$ cat src/rtl/bram_port_arbiter.sv
// Two-port round-robin arbiter in front of a single-port byte-enable block RAM.
// Read data returns through per-port credit-managed response FIFOs; define BRAM_ARB_PERF_EN for perf counters.
module bram_port_arbiter #(
  parameter int ADDR_WIDTH = 10,
  parameter int DATA_WIDTH = 32,
  parameter int BE_WIDTH   = DATA_WIDTH/8,
  parameter int RSP_DEPTH  = 2
) (
  input  logic                  CLK,
  input  logic                  RST,
  input  logic                  req0_valid,
  output logic                  req0_ready,
  input  logic [ADDR_WIDTH-1:0] req0_addr,
  input  logic                  req0_we,
  input  logic [BE_WIDTH-1:0]   req0_be,
  input  logic [DATA_WIDTH-1:0] req0_wdata,
  input  logic                  req1_valid,
  output logic                  req1_ready,
  input  logic [ADDR_WIDTH-1:0] req1_addr,
  input  logic                  req1_we,
  input  logic [BE_WIDTH-1:0]   req1_be,
  input  logic [DATA_WIDTH-1:0] req1_wdata,
  output logic                  rsp0_valid,
  input  logic                  rsp0_ready,
  output logic [DATA_WIDTH-1:0] rsp0_data,
  output logic                  rsp1_valid,
  input  logic                  rsp1_ready,
  output logic [DATA_WIDTH-1:0] rsp1_data,
  output logic [ADDR_WIDTH-1:0] ram_addr,
  output logic [DATA_WIDTH-1:0] ram_di,
  output logic                  ram_we,
  output logic                  ram_re,
  output logic [BE_WIDTH-1:0]   ram_be,
  input  logic [DATA_WIDTH-1:0] ram_do
`ifdef BRAM_ARB_PERF_EN
  ,
  output logic [31:0]           perf0_grants,
  output logic [31:0]           perf1_grants,
  output logic [31:0]           perf_conflicts
`endif
);

  localparam logic [2:0] CRED_MAX = 3'(RSP_DEPTH);

  function automatic logic [1:0] ptr_inc(input logic [1:0] p);
    return (p == 2'(RSP_DEPTH-1)) ? 2'd0 : p + 2'd1;
  endfunction

  logic [1:0]            req_vld, req_wr, rsp_rdy, rsp_vld, pop, elig, gnt, rd_gnt;
  logic [DATA_WIDTH-1:0] rsp_dat [2];
  logic                  last_grant, gsel, gnt_any, both_elig;
  logic                  inflight_vld_p1, inflight_port_p1;

  assign req_vld = {req1_valid, req0_valid};
  assign req_wr  = {req1_we, req0_we};
  assign rsp_rdy = {rsp1_ready, rsp0_ready};

  assign rsp0_valid = rsp_vld[0];
  assign rsp1_valid = rsp_vld[1];
  assign rsp0_data  = rsp_dat[0];
  assign rsp1_data  = rsp_dat[1];

  // Stage p0: combinational arbitration and RAM drive
  assign both_elig = elig[0] & elig[1];
  assign gsel      = both_elig ? ~last_grant : elig[1];
  assign gnt_any   = ~RST & (elig != 2'b00);
  assign gnt       = {gnt_any & gsel, gnt_any & ~gsel};
  assign rd_gnt    = gnt & ~req_wr;

  assign req0_ready = gnt[0];
  assign req1_ready = gnt[1];

  assign ram_addr = gsel ? req1_addr  : req0_addr;
  assign ram_di   = gsel ? req1_wdata : req0_wdata;
  assign ram_be   = gsel ? req1_be    : req0_be;
  assign ram_we   = |(gnt & req_wr);
  assign ram_re   = |rd_gnt;

  always_ff @(posedge CLK or posedge RST) begin
    if (RST) begin
      last_grant      <= 1'b1;
      inflight_vld_p1 <= 1'b0;
    end else begin
      if (gnt_any) last_grant <= gsel;
      inflight_vld_p1 <= ram_re;
    end
  end

  always_ff @(posedge CLK) begin
    inflight_port_p1 <= gsel;
  end

  // Stage p1: RAM output captured into the issuing port's FIFO
  for (genvar n = 0; n < 2; n++) begin : g_port
    logic [2:0]            cred, cnt;
    logic [1:0]            wp, rp;
    logic                  push;
    logic [DATA_WIDTH-1:0] mem [4];

    assign push       = inflight_vld_p1 & (inflight_port_p1 == 1'(n));
    assign rsp_vld[n] = (cnt != 3'd0);
    assign pop[n]     = rsp_vld[n] & rsp_rdy[n];
    // A pop in the same cycle frees a credit early, keeping reads back-to-back.
    assign elig[n]    = req_vld[n] & (req_wr[n] | (cred != 3'd0) | pop[n]);
    assign rsp_dat[n] = mem[rp];

    always_ff @(posedge CLK or posedge RST) begin
      if (RST) begin
        cred <= CRED_MAX;
        cnt  <= 3'd0;
        wp   <= 2'd0;
        rp   <= 2'd0;
      end else begin
        if (push)   wp <= ptr_inc(wp);
        if (pop[n]) rp <= ptr_inc(rp);
        case ({push, pop[n]})
          2'b10:   cnt <= cnt + 3'd1;
          2'b01:   cnt <= cnt - 3'd1;
          default: cnt <= cnt;
        endcase
        case ({rd_gnt[n], pop[n]})
          2'b10:   cred <= cred - 3'd1;
          2'b01:   cred <= cred + 3'd1;
          default: cred <= cred;
        endcase
      end
    end

    always_ff @(posedge CLK) begin
      if (push) mem[wp] <= ram_do;
    end

    a_cred_under: assert property (@(posedge CLK) disable iff (RST)
      !(rd_gnt[n] && !pop[n] && cred == 3'd0));
    a_cred_over: assert property (@(posedge CLK) disable iff (RST)
      !(pop[n] && !rd_gnt[n] && cred == CRED_MAX));
    a_fifo_full: assert property (@(posedge CLK) disable iff (RST)
      !(push && !pop[n] && cnt == CRED_MAX));
  end

`ifdef BRAM_ARB_PERF_EN
  function automatic logic [31:0] sat_inc(input logic [31:0] v);
    return (v == 32'hFFFF_FFFF) ? v : v + 32'd1;
  endfunction

  always_ff @(posedge CLK or posedge RST) begin
    if (RST) begin
      perf0_grants   <= 32'd0;
      perf1_grants   <= 32'd0;
      perf_conflicts <= 32'd0;
    end else begin
      if (gnt[0])    perf0_grants   <= sat_inc(perf0_grants);
      if (gnt[1])    perf1_grants   <= sat_inc(perf1_grants);
      if (both_elig) perf_conflicts <= sat_inc(perf_conflicts);
    end
  end
`endif

endmodule

$ cat config.mk
export PLATFORM = sky130hd
export DESIGN_NAME = bram_port_arbiter
export DESIGN_NICKNAME = d
export VERILOG_FILES = /design/src/rtl/bram_port_arbiter.sv
export SDC_FILE = /design/constraint.sdc
export NUM_CORES = 1
export LEC_CHECK = 0
export ABC_CLOCK_PERIOD_IN_PS = 8700
export CAP_MARGIN = 0
export CORE_MARGIN = 10
export CORE_UTILIZATION = 35
export DETAILED_ROUTE_END_ITERATION = 8
export PLACE_DENSITY_LB_ADDON = 0.15
export SKIP_CTS_REPAIR_TIMING = 1
export SYNTH_ARGS = -nofsm -noshare
export SYNTH_HDL_FRONTEND = slang
export SYNTH_SLANG_ARGS = --single-unit
$ cat constraint.sdc
create_clock -name CLK -period 8.7 [get_ports CLK]
set_clock_uncertainty 0.1 [all_clocks]
set_input_delay 2.61 -clock CLK [delete_from_list [all_inputs] [get_ports CLK]]
set_output_delay 2.61 -clock CLK [all_outputs]
set_load 0.005 [all_outputs]
==> results of run 1 <==
==> sequential cells by signal, indices dropped and copies added (netlist names) <==
register and flops:
g_port.mem 256, g_port.cnt 6, g_port.cred 6, g_port.rp 4, g_port.wp 4, inflight_port_p1 1, inflight_vld_p1 1, last_grant 1
==> metal layers <==
layer,share of wire,up-vias,GRT usage,wire length (um)
met5,0,-,0,0
met4,0.015,0,0.0325,433
met3,0.064,33,0.0360,1810
li1,-,2555,-,-
met1,0.38,3024,0.159,10600
met2,0.54,175,0.258,15300
==> worst min-delay path by stage <==
stage	from	endpoint	cells past startpoint
finish	g_port[1].cred[2]	g_port[1].cred[2]	1
global placement	g_port[1].cred[2]	g_port[1].cred[2]	1
CTS	g_port[1].cred[2]	g_port[1].cred[2]	1
floorplan	g_port[0].cred[2]	g_port[0].cred[2]	1
global route	g_port[0].cred[2]	g_port[0].cred[2]	1
detailed placement	g_port[1].cred[2]	g_port[1].cred[2]	1
==> cells by family after synthesis <==
| family | after synthesis | synth area share |
|---|---|---|
| AND/OR/NAND/NOR | 29 | 0.0135 |
| flip-flops | 279 | 0.742 |
| AO/OA/AOI/OAI | 11 | 0.0102 |
| buffers and inverters | 34 | 0.0155 |
| XOR/XNOR | 16 | 0.0126 |
| adder cells (fa/ha/maj) | 8 | 0.0117 |
| multiplexers | 114 | 0.195 |
==> Yosys cell counts, types with 2 or more instances <==
cell,n
mux4_2,64
and2_1,3
buf_2,6
inv_1,13
xor2_1,9
xnor2_1,7
mux2_2,3
dfstp_2,3
buf_6,5
edfxtp_1,256
mux2i_1,2
nand2b_1,2
dfrtp_1,19
clkbuf_1,10
a21boi_0,2
mux2_4,45
or3_1,2
nor3_1,3
ha_1,4
nor2_1,8
nand2_1,5
fa_1,4
==> critical path: stages <==
cell	delay [ps]
clkdlybuf4s50_1	450
nor4_1	270
nand2_1	140
a31oi_4	490
buf_12	290
mux2_2	360
clkdlybuf4s50_1	450
==> final cells by class <==
class | count | area, um2 | share of cell area
inverters | 13 | 48.8 | 0.00323
repair buffers | 262 | 2600 | 0.172
diodes | 1 | 2.50 | 0.000166
well taps | 402 | 503 | 0.0333
flip-flops and latches | 279 | 8270 | 0.548
multi-input cells | 178 | 2750 | 0.182
clock inverters | 17 | 134 | 0.00887
clock buffers | 36 | 795 | 0.0526
==> stage by stage <==
| step | cells | hold WS, ps | area (um2) | setup slack [ps] | total power, mW |
|---|---|---|---|---|---|
| global placement | 1134 | 361 | 14200 | 887 | 2.60 |
| CTS | 1187 | 372 | 15100 | 897 | 3.82 |
| finish | 1188 | 369 | 15100 | 912 | 3.75 |
| global route | 1187 | 378 | 15100 | 708 | 3.93 |
| floorplan | 491 | 343 | 11100 | 2200 | 2.15 |
| detailed placement | 1134 | 362 | 14200 | 914 | 2.62 |
==> report_power, final <==
group | internal [mW] | switching, mW
clock network | 0.703 | 0.482
registers | 1.56 | 0.100
logic | 0.573 | 0.338
==> impl_metrics.env, run 1 <==
export IMPL_ys_ff_latch=279
export IMPL_slew_violations=0
export IMPL_worstSetupEndpoint="ram_addr[9]"
export IMPL_setup_tns_ps=0
export IMPL_route_detailed_drc=0
export IMPL_coreArea_mm2=0.0315
export IMPL_setup_viol=0
export IMPL_syn_nets=631
export IMPL_fillers=2622
export IMPL_r2r_start="g_port[0].cnt[0]"
export IMPL_maxSlewHeadroom=0.215
export IMPL_wire_per_inst_um=23.8
export IMPL_ctsRootBufferMaster="clkbuf_16"
export IMPL_grtUsageTotal=0.140
export IMPL_critPathRequiredTime_ps=5990
export IMPL_ys_seq_area_frac=0.742
export IMPL_start_util=0.354
export IMPL_yosys_cell_types_count=38
export IMPL_utilization=0.480
export IMPL_timing_reg2reg_setup_slack_ps=5710
export IMPL_drtIter0Drc=245
export IMPL_io_pins=248
export IMPL_critPathKind="input pin to primary output"
export IMPL_die_h_um=198
export IMPL_ant_nets=0
export IMPL_final_common_cell="edfxtp_1"
export IMPL_ir_drop_mv=0.140
export IMPL_synthToLayoutAreaGrowth_pct=35.5
export IMPL_period_needed_ps=7790
export IMPL_crit_fanout=26
export IMPL_syn_area_per_cell_um2=22.7
export IMPL_yosys_warnings=0
export IMPL_hpwl_um=18800
export IMPL_p_per_area_mw_per_mm2=249
export IMPL_grt_ovfl_total=0
export IMPL_worst_pin_slew_ps=1170
export IMPL_synth_top_area_cell="edfxtp_1"
export IMPL_end_kind="primary output"
export IMPL_rr_worst_depth=9
export IMPL_portBuffers=247
export IMPL_async_reset_ff_frac=0.0789
export IMPL_final_hold_violation_count=0
export IMPL_synth_edf_count=256
export IMPL_clock_fmax_ghz=0.128
export IMPL_synth_top_area_share=0.690
export IMPL_clkTransAtPathRegs_ps=60
export IMPL_wl_um=28200
export IMPL_std_cell_rows=65
export IMPL_grt_pass1_wl_um=41600
export IMPL_period_share=0.895
export IMPL_dr_pass1_iters=4
export IMPL_max_cap_violations=0
export IMPL_cp_arrival_ps=5080
export IMPL_nNetsFinal=904
export IMPL_synth_cells=491
export IMPL_grt_pass1_vias=6566
export IMPL_synthTopCellsByArea="edfxtp_1, mux4_2, mux2_4"
export IMPL_grt_max_degree=34
export IMPL_status="finished, final reports clean"
export IMPL_htreeDepth=1
export IMPL_crit_start="req0_we"
export IMPL_cp_start_kind="input pin"
export IMPL_drive_gt1_frac=0.236
export IMPL_reg2reg_to="g_port[1].cred[1]"
export IMPL_vias_per_cell=4.87
export IMPL_via_count=5787
export IMPL_dieArea_mm2=0.0394
export IMPL_clk_latency_ps=530
export IMPL_ys_flop_type="edfxtp_1"
export IMPL_cts_tree="built"
export IMPL_final_cell_mix="edfxtp_1, clkdlybuf4s50_1, mux4_2"
export IMPL_rsz0062_at_grt="no"
export IMPL_place_gp_congestion=0.844
export IMPL_cts_path_max_buffers=3
export IMPL_numClockSinks=279
export IMPL_synth_area_mm2=0.0111
export IMPL_p_leak_nw=5.08
export IMPL_antenna_found_initial=0
export IMPL_cts_made_buffers=30
export IMPL_die_w_um=198
export IMPL_min_path_type="flip-flop to flip-flop"
Power figures use the tool's default switching activity.
==> inputs of run 2 (changes only) <==
Settings changed: CELL_PAD_IN_SITES_DETAIL_PLACEMENT set to 2, CELL_PAD_IN_SITES_GLOBAL_PLACEMENT set to 2.
==> impl_metrics.env, run 2 (synthesis results as in run 1) <==
export IMPL_grt_pass1_vias=6738
export IMPL_cts_made_buffers=29
export IMPL_portBuffers=247
export IMPL_status="finished, final reports clean"
export IMPL_crit_family="buffers and inverters"
export IMPL_grt_pass1_wl_um=46200
export IMPL_setup_tns_ps=0
export IMPL_critPathRequiredTime_ps=5990
export IMPL_cp_start_kind="input pin"
export IMPL_drive_gt1_frac=0.239
export IMPL_p_leak_nw=5.07
export IMPL_largest_reg_flops=256
export IMPL_clkTransAtPathRegs_ps=60
export IMPL_worstPathCellList="clkdlybuf4s50_1 -> nor4_1 -> nand2_1 -> a31oi_4 -> buf_12 -> mux2_4 -> clkdlybuf4s50_1"
export IMPL_ctsRootBufferMaster="clkbuf_16"
export IMPL_worst_pin_slew_ps=1030
export IMPL_crit_fanout=42
export IMPL_multi_input_area_mm2=0.00275
export IMPL_htreeDepth=1
export IMPL_min_path_type="flip-flop to flip-flop"
export IMPL_p_per_area_mw_per_mm2=248
export IMPL_max_cap_violations=0
export IMPL_reg_top3="g_port.mem: 256 flops, g_port.cnt: 6 flops, g_port.cred: 6 flops"
export IMPL_period_needed_ps=7900
export IMPL_io_pins=248
export IMPL_seqCellArea_mm2=0.00827
export IMPL_drtIter0Drc=250
export IMPL_std_cell_rows=65
export IMPL_via_count=5826
export IMPL_vias_per_cell=4.91
export IMPL_final_cell_mix="edfxtp_1, clkdlybuf4s50_1, mux4_2"
export IMPL_critPathBufInv=3
export IMPL_antenna_found_initial=0
export IMPL_wire_per_inst_um=26.8
export IMPL_rsz0062_at_grt="no"
export IMPL_dr_pass1_iters=4
export IMPL_route_detailed_drc=0
export IMPL_final_cell_area_mm2=0.0150
export IMPL_slowest_delay_ps=490
export IMPL_cp_arrival_ps=5190
export IMPL_antennaDiodeCount=0
export IMPL_dieArea_mm2=0.0394
export IMPL_clk_latency_ps=530
export IMPL_synthToLayoutAreaGrowth_pct=35.1
export IMPL_ir_drop_mv=0.130
export IMPL_grt_max_degree=43
export IMPL_maxSlewHeadroom=0.316
export IMPL_ant_nets=0
export IMPL_cts_tree="built"
export IMPL_cts_path_max_buffers=3
export IMPL_final_hold_violation_count=0
export IMPL_start_util=0.354
export IMPL_die_h_um=198
export IMPL_die_w_um=198
export IMPL_slowest_stage="clkdlybuf4s50_1"
export IMPL_clock_fmax_ghz=0.127
export IMPL_largest_register="g_port.mem"
export IMPL_coreArea_mm2=0.0315
export IMPL_slew_violations=0
export IMPL_grt_ovfl_total=0
export IMPL_nNetsFinal=903
export IMPL_critPathKind="input pin to primary output"
export IMPL_setup_viol=0
export IMPL_grtUsageTotal=0.158
export IMPL_numClockSinks=279
export IMPL_hpwl_um=22600
export IMPL_period_share=0.907
export IMPL_place_area_mm2=0.0142
export IMPL_final_common_cell="edfxtp_1"
export IMPL_crit_top_cell="clkdlybuf4s50_1"
export IMPL_end_kind="primary output"
export IMPL_place_gp_congestion=0.800
export IMPL_wl_um=31800
export IMPL_fillers=2822
export IMPL_power_mw=3.74
## run 2: final timing paths
| check | depth (start not counted) | startpoint | slack (ps) | end |
|---|---|---|---|---|
| worst max-delay path | 7 | req0_we | 800 | ram_addr[2] |
| worst min-delay path | 1 | g_port[1].cred[2] | 390 | g_port[1].cred[2] |
| worst max register to register | 8 | g_port[0].cred[0] | 5930 | g_port[1].cred[1] |
| worst min register to register | 1 | g_port[1].cred[2] | 390 | g_port[1].cred[2] |
| max in group asynchronous | 3 | RST | 5690 | g_port[1].cred[1] |
| min in group asynchronous | 3 | RST | 2520 | g_port[0].cred[2] |
## run 2: routing by layer
metal | share of wire | vias to the layer above | track usage | routed length [um]
li1 | - | 2557 | - | -
met2 | 0.56 | 112 | 0.291 | 17700
met1 | 0.39 | 3123 | 0.191 | 12500
met4 | 0.014 | 0 | 0.0313 | 457
met3 | 0.035 | 34 | 0.0243 | 1100
met5 | 0 | - | 0 | 0
## run 2: final cells by class
class | count | share of cell area
multi-input cells | 178 | 0.183
well taps | 402 | 0.0334
inverters | 13 | 0.00324
clock inverters | 20 | 0.00940
flip-flops and latches | 279 | 0.549
clock buffers | 33 | 0.0492
repair buffers | 262 | 0.173
## run 2: power by group
part	switching [mW]	internal [mW]
Sequential	0.0995	1.56
Combinational	0.356	0.572
Clock	0.488	0.665
Total	0.944	2.79
## run 2: through the flow
step,hold slack [ps],setup slack [ps],instances,util
after floorplan,343,2200,491,-
after global placement,361,863,1134,0.450
after detailed placement,388,782,1134,0.450
after CTS,396,782,1187,0.478
after global routing,415,643,1187,0.478
final,392,805,1187,0.478
==> inputs of run 3 (changes only) <==
Settings changed: ABC_CLOCK_PERIOD_IN_PS 8700 to not set.
==> results of run 3 <==
No change in the layout: final DEF, timing and power equal those of run 2.
